--- src/rtl/gp_sum_stage.sv ---
// gp_sum_stage
// Two-stage registered sum/carry stage that sits directly after the 16-bit
// prefix group generate/propagate network of the parallel-prefix adder.
// Stage 1 registers the incoming p/G/P/cin vector.
// Stage 2 registers the sum, carry-out and signed overflow derived from it.
// Both stages use a valid/ready handshake with full backpressure.
// A wrapping counter tallies results accepted downstream.
// Optional build macro: FLAGS_EN adds registered out_zero/out_neg flags.
module gp_sum_stage #(
  parameter int WIDTH = 16,
  parameter int CNT_W = 16
) (
  input  logic             clk,
  input  logic             rst_n,
  input  logic             flush,
  input  logic             in_valid,
  output logic             in_ready,
  input  logic [WIDTH:1]   in_p,
  input  logic [WIDTH:1]   in_G,
  input  logic [WIDTH:1]   in_P,
  input  logic             in_cin,
  output logic             out_valid,
  input  logic             out_ready,
  output logic [WIDTH:1]   out_sum,
  output logic             out_cout,
  output logic             out_ovf,
  output logic [CNT_W-1:0] op_count
`ifdef FLAGS_EN
  ,
  output logic             out_zero,
  output logic             out_neg
`endif
);

  // Stage 1 holding registers
  logic             s1_valid;
  logic [WIDTH:1]   s1_p;
  logic [WIDTH:1]   s1_G;
  logic [WIDTH:1]   s1_P;
  logic             s1_cin;

  // Stage 2 occupancy and the handshake term derived from it
  logic             s2_valid;
  logic             s2_acc;

  // Combinational result computed from stage 1 contents
  logic [WIDTH:1]   carry;
  logic [WIDTH:1]   sum_c;
  logic             cout_c;
  logic             ovf_c;

  // Stage 2 can take a new entry when it is empty or its result leaves now.
  // Stage 1 can take one when it is empty or it hands its entry to stage 2.
  // in_ready is held low during reset and flush, never depends on in_valid.
  always_comb begin
    s2_acc   = ~s2_valid | out_ready;
    in_ready = rst_n & ~flush & (~s1_valid | s2_acc);
  end

  assign out_valid = s2_valid;

  // Carries come straight from the prefix group terms: carry into bit i is
  // the group generate of bits i-1..1, or its group propagate with cin.
  always_comb begin
    carry    = '0;
    carry[1] = s1_cin;
    for (int i = 2; i <= WIDTH; i++) begin
      carry[i] = s1_G[i-1] | (s1_P[i-1] & s1_cin);
    end
    sum_c  = s1_p ^ carry;
    cout_c = s1_G[WIDTH] | (s1_P[WIDTH] & s1_cin);
    ovf_c  = carry[WIDTH] ^ cout_c;
  end

  // Stage 1 occupancy: flush empties it, otherwise it follows in_valid on accept.
  always_ff @(posedge clk or negedge rst_n) begin
    if (!rst_n) begin
      s1_valid <= 1'b0;
    end else if (flush) begin
      s1_valid <= 1'b0;
    end else if (in_ready) begin
      s1_valid <= in_valid;
    end
  end

  // Stage 1 data is only captured on an accepted input and needs no reset.
  always_ff @(posedge clk) begin
    if (in_valid && in_ready) begin
      s1_p   <= in_p;
      s1_G   <= in_G;
      s1_P   <= in_P;
      s1_cin <= in_cin;
    end
  end

  // Stage 2 occupancy: flush empties it, otherwise it advances when allowed.
  always_ff @(posedge clk or negedge rst_n) begin
    if (!rst_n) begin
      s2_valid <= 1'b0;
    end else if (flush) begin
      s2_valid <= 1'b0;
    end else if (s2_acc) begin
      s2_valid <= s1_valid;
    end
  end

  // Stage 2 result registers load only when a real entry moves forward,
  // so the presented result stays stable under backpressure.
  always_ff @(posedge clk or negedge rst_n) begin
    if (!rst_n) begin
      out_sum  <= '0;
      out_cout <= 1'b0;
      out_ovf  <= 1'b0;
    end else if (s2_acc && s1_valid) begin
      out_sum  <= sum_c;
      out_cout <= cout_c;
      out_ovf  <= ovf_c;
    end
  end

`ifdef FLAGS_EN
  // Zero/negative flags ride along with the sum register at the same latency.
  always_ff @(posedge clk or negedge rst_n) begin
    if (!rst_n) begin
      out_zero <= 1'b0;
      out_neg  <= 1'b0;
    end else if (s2_acc && s1_valid) begin
      out_zero <= (sum_c == '0);
      out_neg  <= sum_c[WIDTH];
    end
  end
`endif

  // Completed-operation counter: counts every downstream handshake, even in a
  // flush cycle, and wraps naturally at 2^CNT_W.
  always_ff @(posedge clk or negedge rst_n) begin
    if (!rst_n) begin
      op_count <= '0;
    end else if (s2_valid && out_ready) begin
      op_count <= op_count + CNT_W'(1);
    end
  end

endmodule

--- config.mk ---
export PLATFORM = sky130hd
export DESIGN_NAME = gp_sum_stage
export DESIGN_NICKNAME = d
export VERILOG_FILES = /design/src/rtl/gp_sum_stage.sv
export SDC_FILE = /design/constraint.sdc
export NUM_CORES = 1
export LEC_CHECK = 0
export ABC_AREA = 0
export ABC_CLOCK_PERIOD_IN_PS = 2450
export CAP_MARGIN = 30
export CORE_UTILIZATION = 42
export DETAILED_ROUTE_END_ITERATION = 10
export GPL_ROUTABILITY_DRIVEN = 0
export PLACE_DENSITY = 0.8
export SYNTH_ARGS = -nofsm -noshare
export SYNTH_HDL_FRONTEND = slang
export SYNTH_SLANG_ARGS = --single-unit
--- constraint.sdc ---
create_clock -name clk -period 2.45 [get_ports clk]
set_input_delay 0.245 -clock clk [delete_from_list [all_inputs] [get_ports clk]]
set_output_delay 0.245 -clock clk [all_outputs]
set_load 0.02 [all_outputs]
* Yosys cells after proc, flatten, opt, wreduce, memory -nomap -nowiden
Index checks and enable logic that the tools add are counted.
Word-level totals: word-level logic and storage cells 61, output and inout bits 36, input bits 54, register bits after elaboration 85
Operators by class: bitwise logic cells 41, $add $sub $neg 1, reduce and logical (&&, ||, !) cells 5, muxes and demuxes 4
Operator list (number):
- bitwise AND 1 bit | 18
- OR 1 bit | 18
- adder 16 x 1 -> 16 bit, second input constant | 1
- XOR 16 bit | 1
- 2-to-1 mux 1 bit | 4
- nonzero test 2 bit | 2
- logical AND 1 bit | 3
- inverter 1 bit | 3
- XOR 1 bit | 1

* Logic depth before layout (Yosys ltp)
depth in word-level cells 6, gate-level depth with buffers 5, depth with buffers taken out 5

* Worst setup path before layout
OpenSTA, ideal clock, no wires.
path kind register to register, start register s2_valid, in the netlist out_valid, end register s1_G[10] (netlist name), enable pin, slack -0.317 ns, period minus slack after synthesis 2.767 ns, stages on the path, launching flop included 4, arrival time 2.356 ns, buffers on the path 0, required time 2.039 ns, library setup time 0.411 ns, cell sequence dfrtp_1 and2b_2 a21oi_1 and2_1
On the way: longest elaborated chain between the ends 5
Ends and longest elaborated chain:
- start: declaration | RTL line 43 | logic s2_valid;
- start signal: assignment | RTL line 103 | s2_valid <= s1_valid;
- inverter 1 bit | RTL line 56 | s2_acc = ~s2_valid | out_ready;
- OR 1 bit | RTL line 56
- OR 1 bit | RTL line 57 | in_ready = rst_n & ~flush & (~s1_valid | s2_acc);
- bitwise AND 1 bit | RTL line 57
- net in_ready | RTL line 17 | output logic in_ready,
- logical AND 1 bit | RTL line 88 | if (in_valid && in_ready) begin
- end signal: assignment | RTL line 90 | s1_G <= in_G;
- end: declaration | RTL line 38 | logic [WIDTH:1] s1_G;
The timed path passes the listed nets, and every way through them passes these cells. A chain may end at the register's enable or synchronous reset.

* Final worst setup path
start input out_ready, end output in_ready
On the way: longest elaborated chain between the ends 3
Ends and longest elaborated chain:
- start: declaration | RTL line 23 | input logic out_ready,
- OR 1 bit | RTL line 56
- OR 1 bit | RTL line 57
- bitwise AND 1 bit | RTL line 57
- end: declaration | RTL line 17
Every way passes these cells.

==> results.sh <==
export IMPL_status="finished clean"
export IMPL_globalRoute_totalOverflow=0
export IMPL_cts_tree="built"
export IMPL_hold_depth=1
export IMPL_via_count=1950
export IMPL_synth_seq_area_share_pct=75.3
export IMPL_drtIter0Drc=72
export IMPL_yosys_area_share_xor_xnor_pct=8.62
export IMPL_synthTopCellsByArea="edfxtp_1, dfrtp_1, xor2_1, xnor2_1, nand2_1"
export IMPL_htree_levels=3
export IMPL_synth_area_um2=3150
export IMPL_slew_viol_final=0
export IMPL_die_w_um=88.6
export IMPL_grtUsageTotal_pct=15.9
export IMPL_arrival_ps=1890
export IMPL_fin_crit_ps=2140
export IMPL_max_cap_viol_count=0
export IMPL_hold_slack_ps=451
export IMPL_clk_latency_ps=340
export IMPL_critPathLaunchType="primary input"
export IMPL_powerDensity_nw_per_um2=764
export IMPL_rows=31
export IMPL_rsz0062_at_grt="no"
export IMPL_dpl_hpwl_mm=3.93
export IMPL_grt_pass1_wl_mm=8.99
export IMPL_rrSetupSlack_ps=750
export IMPL_die_area_um2=7850
export IMPL_avgRoutedWirePerCell_um=13.5
export IMPL_place_ws_ps=330
export IMPL_required_ps=2200
export IMPL_synthAdderAreaFrac_pct=0.397
export IMPL_clk_pin_slew_ps=80
export IMPL_synth_top_cell_area_share_pct=46.7
export IMPL_synth_compound_area_share_pct=6.31
export IMPL_multi_input_area_um2=751
export IMPL_clk_path_buf_depth=2
export IMPL_layout_common_cells="clkdlybuf4s50_1, edfxtp_1, dfrtp_1"
export IMPL_netlist_instances=212
export IMPL_critPathKind="primary input to primary output"
export IMPL_fill_cells=604
export IMPL_pin_count=90
export IMPL_fin_worst_skew_ps=9.33
export IMPL_min_period_over_period_pct=87.2
export IMPL_fmax_ghz=0.468
export IMPL_grt_pass1_vias=1945
export IMPL_post_route_util_pct=60.7
export IMPL_cts_buffers=9
export IMPL_syn_to_final_growth_pct=39.6
export IMPL_synth_area_per_cell_um2=14.9
export IMPL_final_hold_viol_count=0
export IMPL_yosys_area_share_simple_pct=8.10
export IMPL_routed_wl_mm=5.60
export IMPL_core_area_um2=7250
export IMPL_cts_root_buf="clkbuf_8"
export IMPL_portBuffers=89
export IMPL_yosysTopAreaCell="edfxtp_1"
export IMPL_synthesis_nets=267
export IMPL_seqCellArea_um2=2370
export IMPL_hold_path_class="primary input to flop"
export IMPL_final_setup_viol_count=0
export IMPL_drive_gt1_share_pct=7.59
export IMPL_relSlewSlack_pct=53.8
export IMPL_die_h_um=88.6
export IMPL_ant_nets=0
export IMPL_yosysWarnings=0
export IMPL_routed_via_density=4.70
export IMPL_initial_core_util_pct=43.4
export IMPL_grt_max_degree=50
export IMPL_muxShareOfSynthArea_pct=0.357
export IMPL_p_leak_nw=1.69
export IMPL_layout_nets=366
export IMPL_drc=0
export IMPL_total_power_mw=3.36
export IMPL_endpoint_kind="primary output"
export IMPL_synth_top_family_by_area="XOR/XNOR gates"
export IMPL_vdd_drop_max_uv=418
export IMPL_synth_seq_cells=85
export IMPL_antenna_found_initial=0
export IMPL_drtPass1Iterations=6
export IMPL_final_common_cell="clkdlybuf4s50_1"
export IMPL_worstRegToRegCells=4
export IMPL_tightestPinTransition_ps=693
export IMPL_tns_ps=0
export IMPL_num_antenna_cells=0
export IMPL_worstPathMaxFanout=4
export IMPL_yosysUniqueCellTypes=27
export IMPL_cts_sinks=85
export IMPL_setup_ws_ps=314
[stage by stage]
stage | std cells | area (um^2)
floorplan | 212 | 3150
global placement | 398 | 4170
detailed placement | 398 | 4170
CTS | 415 | 4400
global route | 415 | 4400
finish | 415 | 4400
[per-layer routing]
layer	track usage [%]	part of all wire [%]	wire, um	up-vias
met5	0	0	0	-
met4	8.50	2.1	116	0
met3	5.50	6.5	364	11
li1	-	-	-	949
met1	17.1	39	2160	926
met2	27.6	53	2960	64
[synth_stat cells]
library cell,count
nand3_1,5
nor3_1,1
nor2_1,5
o21a_1,1
or2b_2,1
a21oi_1,17
dfrtp_1,36
nand4_1,3
a22oi_1,1
edfxtp_1,49
o32ai_1,1
buf_2,4
ha_1,1
nand2_1,25
nor4_4,1
clkbuf_2,1
and2_1,2
and4_1,2
mux2_2,1
xor2_1,18
and3_1,2
inv_1,1
and2b_2,1
nand2_2,1
xnor2_1,13
nand2b_1,1
o21ai_0,18
[cell families after synthesis]
family	count (synthesis)
flip-flops	85
AO/OA/AOI/OAI	38
AND/OR/NAND/NOR	50
XOR/XNOR	31
adder cells (fa/ha/maj)	1
buffers and inverters	6
multiplexers	1
[power by group]
part	switching (mW)	internal, mW
logic	0.259	0.295
registers	0.0914	1.65
clock network	0.464	0.602
total	0.815	2.55
[flip-flops by register name, indices dropped and copies added (netlist names)]
signal and count:
out_valid 1, out_sum 16, op_count 16, s1_P 16, s1_valid 1, out_ovf 1, s1_G 16, s1_cin 1
s1_p 16, out_cout 1
[cell type report]
type                       instances  share of cell area (%)
clock buffer                      12                    3.30
inverter                           1                  0.0853
clock inverter                     4                    1.65
sequential                        85                    53.9
multi-input combinational        121                    17.1
tap                               99                    2.82
timing repair buffer              93                    21.2
[critical path, stage by stage]
cell	delay, ps
clkdlybuf4s50_1	530
and2b_2	240
a21oi_1	230
clkdlybuf4s50_1	650
[timing repair]
item / CTS / global route
setup buffers: 0 / 0
endpoints found under the hold margin: 36 / 0
hold buffers: 1 / 0
resized for setup: 0 / 0
[worst paths after layout]
path | from | endpoint
worst max-delay path | out_ready | in_ready
worst min-delay path | in_G[13] | s1_G[13]
worst max register to register | out_valid | s1_p[13]
worst min register to register | op_count[15] | op_count[15]
max in group asynchronous | rst_n | out_sum[5]
min in group asynchronous | rst_n | op_count[3]
Note: power is estimated with default switching activity, not from simulation.
